===== src/rtl/cpu_types_pkg.sv =====
// Shared pipeline-control types for the 5-stage core.
package cpu_types_pkg;
  typedef enum logic [1:0] {RUN, LDSTALL, MEMWAIT, HALTED} hz_state_t;
  typedef enum logic [1:0] {FWD_RF = 2'b00, FWD_MEM = 2'b01, FWD_WB = 2'b10} fwd_sel_t;
endpackage


===== src/rtl/forwarding_unit.sv =====
// Execute operand bypass select; memory stage beats writeback, $0 never forwarded.
module forwarding_unit
  import cpu_types_pkg::*;
#(
  parameter int RSEL_W = 5
) (
  input  logic [RSEL_W-1:0] ex_rs,
  input  logic [RSEL_W-1:0] ex_rt,
  input  logic              mem_RegWr,
  input  logic [RSEL_W-1:0] mem_wsel,
  input  logic              wb_RegWr,
  input  logic [RSEL_W-1:0] wb_wsel,
  output logic [1:0]        fwd_a,
  output logic [1:0]        fwd_b
);
  function automatic logic [1:0] pick(
    input logic [RSEL_W-1:0] r,
    input logic mrw, input logic [RSEL_W-1:0] mw,
    input logic wrw, input logic [RSEL_W-1:0] ww
  );
    if (mrw && mw != '0 && mw == r)      return FWD_MEM;
    else if (wrw && ww != '0 && ww == r) return FWD_WB;
    else                                 return FWD_RF;
  endfunction

  assign fwd_a = pick(ex_rs, mem_RegWr, mem_wsel, wb_RegWr, wb_wsel);
  assign fwd_b = pick(ex_rt, mem_RegWr, mem_wsel, wb_RegWr, wb_wsel);
endmodule


===== src/rtl/hazard_control_unit.sv =====
// Pipeline latch sequencing: halt, D-miss freeze, branch flush, load-use bubble, I-miss stall.
module hazard_control_unit
  import cpu_types_pkg::*;
#(
  parameter int RSEL_W = 5,
  parameter int CNT_W  = 32
) (
  input  logic              CLK,
  input  logic              nRST,
  input  logic              ihit,
  input  logic              dhit,
  input  logic [RSEL_W-1:0] dec_rs,
  input  logic [RSEL_W-1:0] dec_rt,
  input  logic              dec_use_rs,
  input  logic              dec_use_rt,
  input  logic [RSEL_W-1:0] ex_rs,
  input  logic [RSEL_W-1:0] ex_rt,
  input  logic              ex_MemRd,
  input  logic              ex_RegWr,
  input  logic [RSEL_W-1:0] ex_wsel,
  input  logic              ex_taken,
  input  logic              mem_MemRd,
  input  logic              mem_MemWr,
  input  logic              mem_RegWr,
  input  logic [RSEL_W-1:0] mem_wsel,
  input  logic              wb_RegWr,
  input  logic [RSEL_W-1:0] wb_wsel,
  input  logic              wb_halt,
  output logic              pc_en,
  output logic              fd_en,
  output logic              fd_flush,
  output logic              de_en,
  output logic              de_flush,
  output logic              em_en,
  output logic              mw_en,
  output logic              wb_stall,
  output logic [1:0]        fwd_a,
  output logic [1:0]        fwd_b,
  output logic              halted,
  output logic [CNT_W-1:0]  stall_cnt,
  output logic [CNT_W-1:0]  flush_cnt
);
  hz_state_t state, next_state;
  logic      halt_now, dmiss, load_use, flush_inc;

  assign halt_now = (state == HALTED) || wb_halt;
  assign dmiss    = (mem_MemRd || mem_MemWr) && !dhit;
  // LDSTALL masks the check so the same load/consumer pair yields one bubble only
  assign load_use = (state == RUN) && ex_MemRd && ex_RegWr && (ex_wsel != '0) &&
                    ((dec_use_rs && ex_wsel == dec_rs) || (dec_use_rt && ex_wsel == dec_rt));

  always_ff @(posedge CLK or negedge nRST) begin
    if (!nRST) state <= RUN;
    else       state <= next_state;
  end

  always_comb begin
    next_state = RUN;
    if (halt_now)      next_state = HALTED;
    else if (dmiss)    next_state = MEMWAIT;
    else if (ex_taken) next_state = RUN;
    else if (load_use) next_state = LDSTALL;
  end

  always_comb begin
    pc_en = 1'b0; fd_en = 1'b0; de_en = 1'b0; em_en = 1'b0; mw_en = 1'b0;
    fd_flush = 1'b0; de_flush = 1'b0; wb_stall = 1'b0; flush_inc = 1'b0;
    if (!nRST) begin
      // everything held quiet while in reset
    end else if (halt_now || dmiss) begin
      wb_stall = 1'b1;
    end else if (ex_taken) begin
      pc_en = 1'b1; fd_en = 1'b1; de_en = 1'b1; em_en = 1'b1; mw_en = 1'b1;
      fd_flush = 1'b1; de_flush = 1'b1; flush_inc = 1'b1;
    end else if (load_use || !ihit) begin
      de_en = 1'b1; em_en = 1'b1; mw_en = 1'b1; de_flush = 1'b1;
    end else begin
      pc_en = 1'b1; fd_en = 1'b1; de_en = 1'b1; em_en = 1'b1; mw_en = 1'b1;
    end
  end

  assign halted = (state == HALTED);

  always_ff @(posedge CLK or negedge nRST) begin
    if (!nRST) begin
      stall_cnt <= '0;
      flush_cnt <= '0;
    end else begin
      if (!pc_en && stall_cnt != '1)    stall_cnt <= stall_cnt + 1'b1;
      if (flush_inc && flush_cnt != '1) flush_cnt <= flush_cnt + 1'b1;
    end
  end

  forwarding_unit #(.RSEL_W(RSEL_W)) u_fwd (
    .ex_rs(ex_rs), .ex_rt(ex_rt),
    .mem_RegWr(mem_RegWr), .mem_wsel(mem_wsel),
    .wb_RegWr(wb_RegWr), .wb_wsel(wb_wsel),
    .fwd_a(fwd_a), .fwd_b(fwd_b)
  );
endmodule

===== config.mk =====
export PLATFORM = sky130hd
export DESIGN_NAME = hazard_control_unit
export DESIGN_NICKNAME = d
export VERILOG_FILES = /design/src/rtl/cpu_types_pkg.sv /design/src/rtl/forwarding_unit.sv /design/src/rtl/hazard_control_unit.sv
export SDC_FILE = /design/constraint.sdc
export NUM_CORES = 1
export LEC_CHECK = 0
export ABC_AREA = 1
export CORE_ASPECT_RATIO = 1.2
export CORE_MARGIN = 2
export CORE_UTILIZATION = 54
export DETAILED_ROUTE_END_ITERATION = 12
export PLACE_DENSITY = 0.92
export SLEW_MARGIN = 40
export SYNTH_ARGS = -nofsm -noshare
export SYNTH_HDL_FRONTEND = slang
export SYNTH_HIERARCHICAL = 1
export SYNTH_SLANG_ARGS = --single-unit

===== constraint.sdc =====
create_clock -name CLK -period 5.1 [get_ports CLK]
set_input_delay 0.51 -clock CLK [delete_from_list [all_inputs] [get_ports CLK]]
set_output_delay 0.51 -clock CLK [all_outputs]
set_load 0.02 [all_outputs]

==> flow_metrics.py, run 1 <==
metrics = {
    "run_status": {
        "status": "finished, final reports clean",
    },
    "synth": {
        "ys_seq_area_share_pct": 33.7,
        "ys_warn_count": 6,
        "synth_xor_area_share_pct": 9.10,
        "synth_cell_types": 28,
        "yosys-top-cells-area": "dfrtp_1 34%, nand2_1 25%, nor2_1 7.9%, nand4_1 5.5%, xor2_1 5.2%",
        "synth_most_common_cell": "nand2_1",
        "synth_top_area_cell": "dfrtp_1",
        "synth_ff_type": "dfrtp_1",
        "synth_nets": 815,
        "synth_adder_area_share_pct": 0.510,
        "synth_common_cells": "322 x nand2_1, 103 x nor2_1, 66 x dfrtp_1, 66 x inv_1, 43 x nand4_1",
        "synth_top_family_by_area": "simple AND/OR/NAND/NOR gates",
        "yosys.area_share.simple_pct": 45.7,
        "syn-cell-area_mm2": 0.00491,
        "synth_seq_cells": 66,
        "synthCells": 764,
        "async_reset_ff_share_pct": 100,
        "synth_compound_area_share_pct": 2.73,
        "synth_edf_count": 0,
        "synth_area_per_cell_um2": 6.42,
        "synthMuxAreaShare_pct": 0,
        "yosysTopAreaCellShare_pct": 33.7,
    },
    "sta": {
        "finalSetupViolCount": 0,
        "rsz0062_at_grt": "no",
        "period_share_pct": 67.6,
        "slew_headroom_pct": 48.0,
        "worstMarginPinSlew_ns": 0.777,
        "fin_skew_ns": 0.00786,
        "fmax_mhz": 290,
        "whs_ns": 0.267,
        "tns_ns": 0,
        "report.final.hold_viol_count": 0,
        "final.min_clock_period_ns": 3.45,
        "drv_slew": 0,
    },
    "clock_tree": {
        "numCtsBuffers": 9,
        "ctsHoldBuffers": 0,
        "clockBufferDepth": 2,
        "cts_tree": "done",
        "clk_latency_ns": 0.35,
        "cts_resized": 0,
        "cts_setup_buffers": 0,
        "clkSinkCount": 66,
        "clkSlewWorstSetupHoldPaths_ns": 0.07,
        "htree_levels": 3,
        "clock_tree.root_cell": "clkbuf_8",
    },
    "route": {
        "postRouteAntennaNets": 0,
        "drc": 0,
        "drtIter0Drc": 435,
        "totalWireLength_mm": 13.8,
        "num_vias": 5336,
        "dr.pass1.iters": 5,
        "vias_per_cell": 5.30,
        "post_drt_wl_per_cell_um": 13.7,
    },
    "worst_hold_path": {
        "min_path_type": "primary input to asynchronous set/reset pin",
    },
    "worst_setup_path": {
        "path_class": "primary input to primary output",
        "arrival_ns": 2.94,
        "r2r-end": "stall_cnt[3]$_DFFE_PN0P_",
        "path_delay_family": "simple AND/OR/NAND/NOR gates",
        "crit_fanout": 38,
        "rr_worst_depth": 9,
        "r2r_start": "stall_cnt[0]$_DFFE_PN0P_",
        "r2r_slack_ns": 2.08,
        "critPathLaunchType": "primary input",
        "crit_path_cell_trace": "clkdlybuf4s50_1 -> nor2_1 -> nor2_1 -> nor3_4 -> inv_2 -> nor2_4 -> nand2_2 -> nand2_1 -> clkdlybuf4s50_1",
        "cp_slowest_cell": "clkdlybuf4s50_1",
        "cp-end-kind": "primary output",
        "path_buf_inv": 3,
        "crit_path_max_incr_delay_ns": 0.66,
        "cp_data_required_time_ns": 4.59,
    },
    "global_route": {
        "grt_usage_pct": 28.4,
        "grt_pass1_vias": 4967,
        "overflow": 0,
        "antenna_found_initial": 0,
        "grt_pass1_wl_mm": 22.7,
        "grt_max_degree": 67,
    },
    "cells_and_area": {
        "antenna_cells": 0,
        "syn_to_final_growth_pct": 30.7,
        "stdcell_area_mm2": 0.00641,
        "final_core_util_pct": 71.7,
        "fin_nets": 933,
        "final_cells": 1007,
        "drive_gt1_share_pct": 4.06,
    },
    "place": {
        "gp_congestion": 0.963,
        "dpl.hpwl_mm": 10.3,
        "placed_area_mm2": 0.00618,
        "port_buffers": 125,
        "place_inst": 990,
    },
    "die": {
        "io_pins": 126,
        "initial_core_util_pct": 54.9,
        "dieArea_mm2": 0.00987,
        "num_rows": 38,
        "coreArea_mm2": 0.00894,
        "die_h_um": 108,
        "die_w_um": 91.0,
    },
    "pwr": {
        "ir_worst_vdd_v": 0.000147,
        "powerDensity_mw_per_mm2": 235,
        "leakagePower_uw": 0.00293,
    },
    "job": {
        "drv_cap": 0,
    },
}
## placed cells by master (no fill, tap or decap), drive strengths merged, types with 4 or more instances in the layout
cell	Yosys	final
buf	17	4
nand3	22	22
o21ai	19	19
nor2	108	108
xnor2	22	22
nor3	28	28
xor2	29	29
nand2	324	324
nand4	43	43
clkdlybuf4s50	0	124
dfrtp	66	66
inv	70	71
nand3b	6	6
clkbuf	4	10
## how the worst max path moves through the flow
stage | start | endpoint | depth (start not counted)
4_1_cts | mem_MemWr | pc_en | 9
5_1_grt | mem_MemWr | pc_en | 9
2_1_floorplan | mem_MemWr | pc_en | 10
3_5_place_dp | mem_MemWr | pc_en | 9
6_report | mem_MemWr | pc_en | 9
3_3_place_gp | mem_MemWr | fd_en | 9
## worst register-to-register path: cells and delay by family, from the launching register on
family,cells,cell delay [ns]
simple gates,8,2.26
flops,1,0.46
fa+ha+maj,1,0.27
## power by group
part / switching (uW) / total, uW / internal (uW)
combinational: 197 / 377 / 180
sequential: 68.1 / 633 / 565
clock: 219 / 496 / 277
## through the flow
stage	power, uW	setup slack, ns
final	1510	1.65
after global routing	1580	1.45
after CTS	1510	1.67
after detailed placement	1010	1.69
after global placement	1000	1.73
after floorplan	829	2.72
## cell families after synthesis
logic type | after synthesis
AOI/OAI and AO/OA | 23
xor gates and xnor gates | 51
adders and majority gates | 2
buffers and inverters | 91
DFF | 66
and+or+nand+nor | 531
## area by class of cell
class / instances / area [um^2]
Fill cell: 777 / 2530
Multi-Input combinational cell: 607 / 2850
Clock buffer: 10 / 128
Clock inverter: 6 / 90.1
Timing Repair Buffer: 128 / 1280
Inverter: 70 / 263
Tap cell: 120 / 150
Sequential cell: 66 / 1650
## state kept, by name (all words and copies together), names as in the netlist
name / cells
state: 2
flush_cnt: 32
stall_cnt: 32
## per-layer routing
metal / track usage (%) / part of all wire (%) / up-vias
li1: - / - / 2630
met1: 32.4 / 39 / 2425
met2: 52.4 / 51 / 226
met3: 4.46 / 5.9 / 55
met4: 12.7 / 3.8 / 0
met5: 0 / 0 / -
No activity file was read; power rests on OpenSTA's default activity.
==> inputs of run 2 (changes only) <==
--- a/config.mk
+++ b/config.mk
@@ -8,9 +8,9 @@
 export ABC_AREA = 1
 export CORE_ASPECT_RATIO = 1.2
 export CORE_MARGIN = 2
-export CORE_UTILIZATION = 54
+export CORE_UTILIZATION = 50
 export DETAILED_ROUTE_END_ITERATION = 12
-export PLACE_DENSITY = 0.92
+export PLACE_DENSITY = 0.86
 export SLEW_MARGIN = 40
 export SYNTH_ARGS = -nofsm -noshare
 export SYNTH_HDL_FRONTEND = slang
==> constraint.sdc (replaced) <==
create_clock -name CLK -period 3.6 [get_ports CLK]
set_input_delay 0.36 -clock CLK [delete_from_list [all_inputs] [get_ports CLK]]
set_output_delay 0.36 -clock CLK [all_outputs]
set_load 0.02 [all_outputs]
==> run 2 against run 1 <==
Compared with the run above:
- critical endpoint is now fd_flush
- non-clock buffer count is 2 higher
- flip-flop and latch count unchanged
- die area is 7.7% higher
- count of clock-buffer cells in the layout unchanged
- core utilization decreased by 3.2 points
- first-iteration DRC count decreased by 16%
- combinational power rose by 41%
- highest routed layer unchanged
- final area increased by 1.7%
==> flow_metrics.py, run 2 (synthesis gave the netlist of run 1 again) <==
metrics = {
    "cells_and_area": {
        "final_cells": 1012,
        "antenna_cells": 0,
        "drive_gt1_share_pct": 4.39,
        "final_common_cell": "nand2_1",
        "final_cell_mix": "322 x nand2_1, 124 x clkdlybuf4s50_1, 103 x nor2_1",
        "top_regs": "flush_cnt x32, stall_cnt x32, state x2",
        "fin_nets": 935,
        "multi_input_area_mm2": 0.00285,
        "register_area_mm2": 0.00165,
        "final_core_util_pct": 68.5,
        "fillers": 828,
        "syn_to_final_growth_pct": 32.8,
    },
    "place": {
        "dpl.hpwl_mm": 10.3,
        "place_inst": 995,
        "port_buffers": 125,
        "gp_congestion": 0.985,
    },
    "sta": {
        "rsz0062_at_grt": "no",
        "worstMarginPinSlew_ns": 0.609,
        "drv_slew": 0,
        "slew_headroom_pct": 59.4,
        "report.final.hold_viol_count": 0,
        "tns_ns": 0,
        "period_share_pct": 79.5,
        "fmax_mhz": 349,
        "fin_skew_ns": 0.00927,
        "final.min_clock_period_ns": 2.86,
        "finalSetupViolCount": 0,
    },
    "pwr": {
        "ir_worst_vdd_v": 0.000262,
        "power_uw": 2320,
        "powerDensity_mw_per_mm2": 355,
        "leakagePower_uw": 0.00297,
    },
    "clock_tree": {
        "clk_latency_ns": 0.34,
        "clockBufferDepth": 2,
        "htree_levels": 3,
        "cts_tree": "done",
        "clock_tree.root_cell": "clkbuf_16",
        "clkSinkCount": 66,
        "cts_setup_buffers": 0,
        "cts_resized": 0,
        "numCtsBuffers": 9,
        "clkSlewWorstSetupHoldPaths_ns": 0.05,
        "ctsHoldBuffers": 0,
    },
    "global_route": {
        "grt_usage_pct": 26.8,
        "overflow": 0,
        "grt_pass1_vias": 4796,
        "grt_max_degree": 67,
        "grt_pass1_wl_mm": 22.4,
        "antenna_found_initial": 0,
    },
    "route": {
        "drtIter0Drc": 365,
        "num_vias": 5219,
        "drc": 0,
        "vias_per_cell": 5.16,
        "totalWireLength_mm": 13.5,
        "postRouteAntennaNets": 0,
        "dr.pass1.iters": 5,
        "post_drt_wl_per_cell_um": 13.3,
    },
    "die": {
        "die_w_um": 94.4,
        "num_rows": 39,
        "die_h_um": 113,
        "coreArea_mm2": 0.00952,
        "initial_core_util_pct": 51.6,
        "dieArea_mm2": 0.0106,
        "io_pins": 126,
    },
    "worst_setup_path": {
        "cp_data_required_time_ns": 3.24,
        "r2r_slack_ns": 1.22,
        "crit_fanout": 23,
        "path_class": "primary input to primary output",
        "critPathLaunchType": "primary input",
        "arrival_ns": 2.50,
        "cp-end-kind": "primary output",
    },
    "job": {
        "drv_cap": 0,
    },
    "worst_hold_path": {
        "min_path_type": "primary input to asynchronous set/reset pin",
    },
    "run_status": {
        "status": "finished, final reports clean",
    },
}
==> run 2: cell types whose count changed in the layout (fill, tap and decap cells not counted) <==
| cell | previous run | this run |
|---|---|---|
| clkbuf_16 | 0 | 9 |
| clkbuf_8 | 9 | 1 |
| buf_4 | 1 | 3 |
| clkinvlp_4 | 1 | 3 |
| bufinv_16 | 2 | 1 |
| clkbuf_1 | 1 | 0 |
| inv_6 | 1 | 0 |
==> run 2: worst paths after layout <==
path | end | from | cells after the start
setup reg to reg | flush_cnt[7]$_DFFE_PN0P_ | flush_cnt[0]$_DFFE_PN0P_ | 10
min in group CLK | stall_cnt[23]$_DFFE_PN0P_ | stall_cnt[23]$_DFFE_PN0P_ | 2
max in group asynchronous | stall_cnt[7]$_DFFE_PN0P_ | nRST | 2
setup / recovery | fd_flush | mem_MemWr | 9
hold / removal | stall_cnt[5]$_DFFE_PN0P_ | nRST | 2
hold reg to reg | stall_cnt[23]$_DFFE_PN0P_ | stall_cnt[23]$_DFFE_PN0P_ | 2
==> run 2: report_power, final <==
part / total, uW / switching (uW) / internal (uW)
sequential: 894 / 92.0 / 802
clock: 891 / 337 / 554
combinational: 530 / 275 / 255
==> run 2: through the flow <==
| stage | setup slack (ns) | hold slack [ns] | cell area, um^2 |
|---|---|---|---|
| finish | 0.737 | 0.159 | 6520 |
| global route | 0.510 | 0.227 | 6520 |
| global placement | 0.779 | 0.519 | 6190 |
| CTS | 0.726 | 0.296 | 6500 |
| floorplan | 1.47 | 0.0644 | 4910 |
| detailed placement | 0.692 | 0.522 | 6190 |
==> run 2: metal layers <==
layer / GRT usage, % / vias to the layer above / wire length (um)
li1: - / 2645 / -
met1: 33.1 / 2327 / 5490
met2: 43.4 / 189 / 6510
met3: 4.63 / 58 / 750
met4: 15.8 / 0 / 749
met5: 0 / - / 0
==> run 2: layout make-up <==
cell class                      count  area share [%]
Multi-Input combinational cell    607            43.7
Clock buffer                       10            3.67
Timing Repair Buffer              130            19.9
Inverter                           70            4.03
Sequential cell                    66            25.3
Clock inverter                      6            1.02
Tap cell                          123            2.36
==> run 2: worst max-delay path: stages <==
cell and delay, ns:
clkdlybuf4s50_1 0.40, nor2_1 0.10, nor2_1 0.08, nor3_4 0.14, inv_2 0.07, nor2_4 0.15, nand2_2 0.32, inv_1 0.23
clkdlybuf4s50_1 0.63
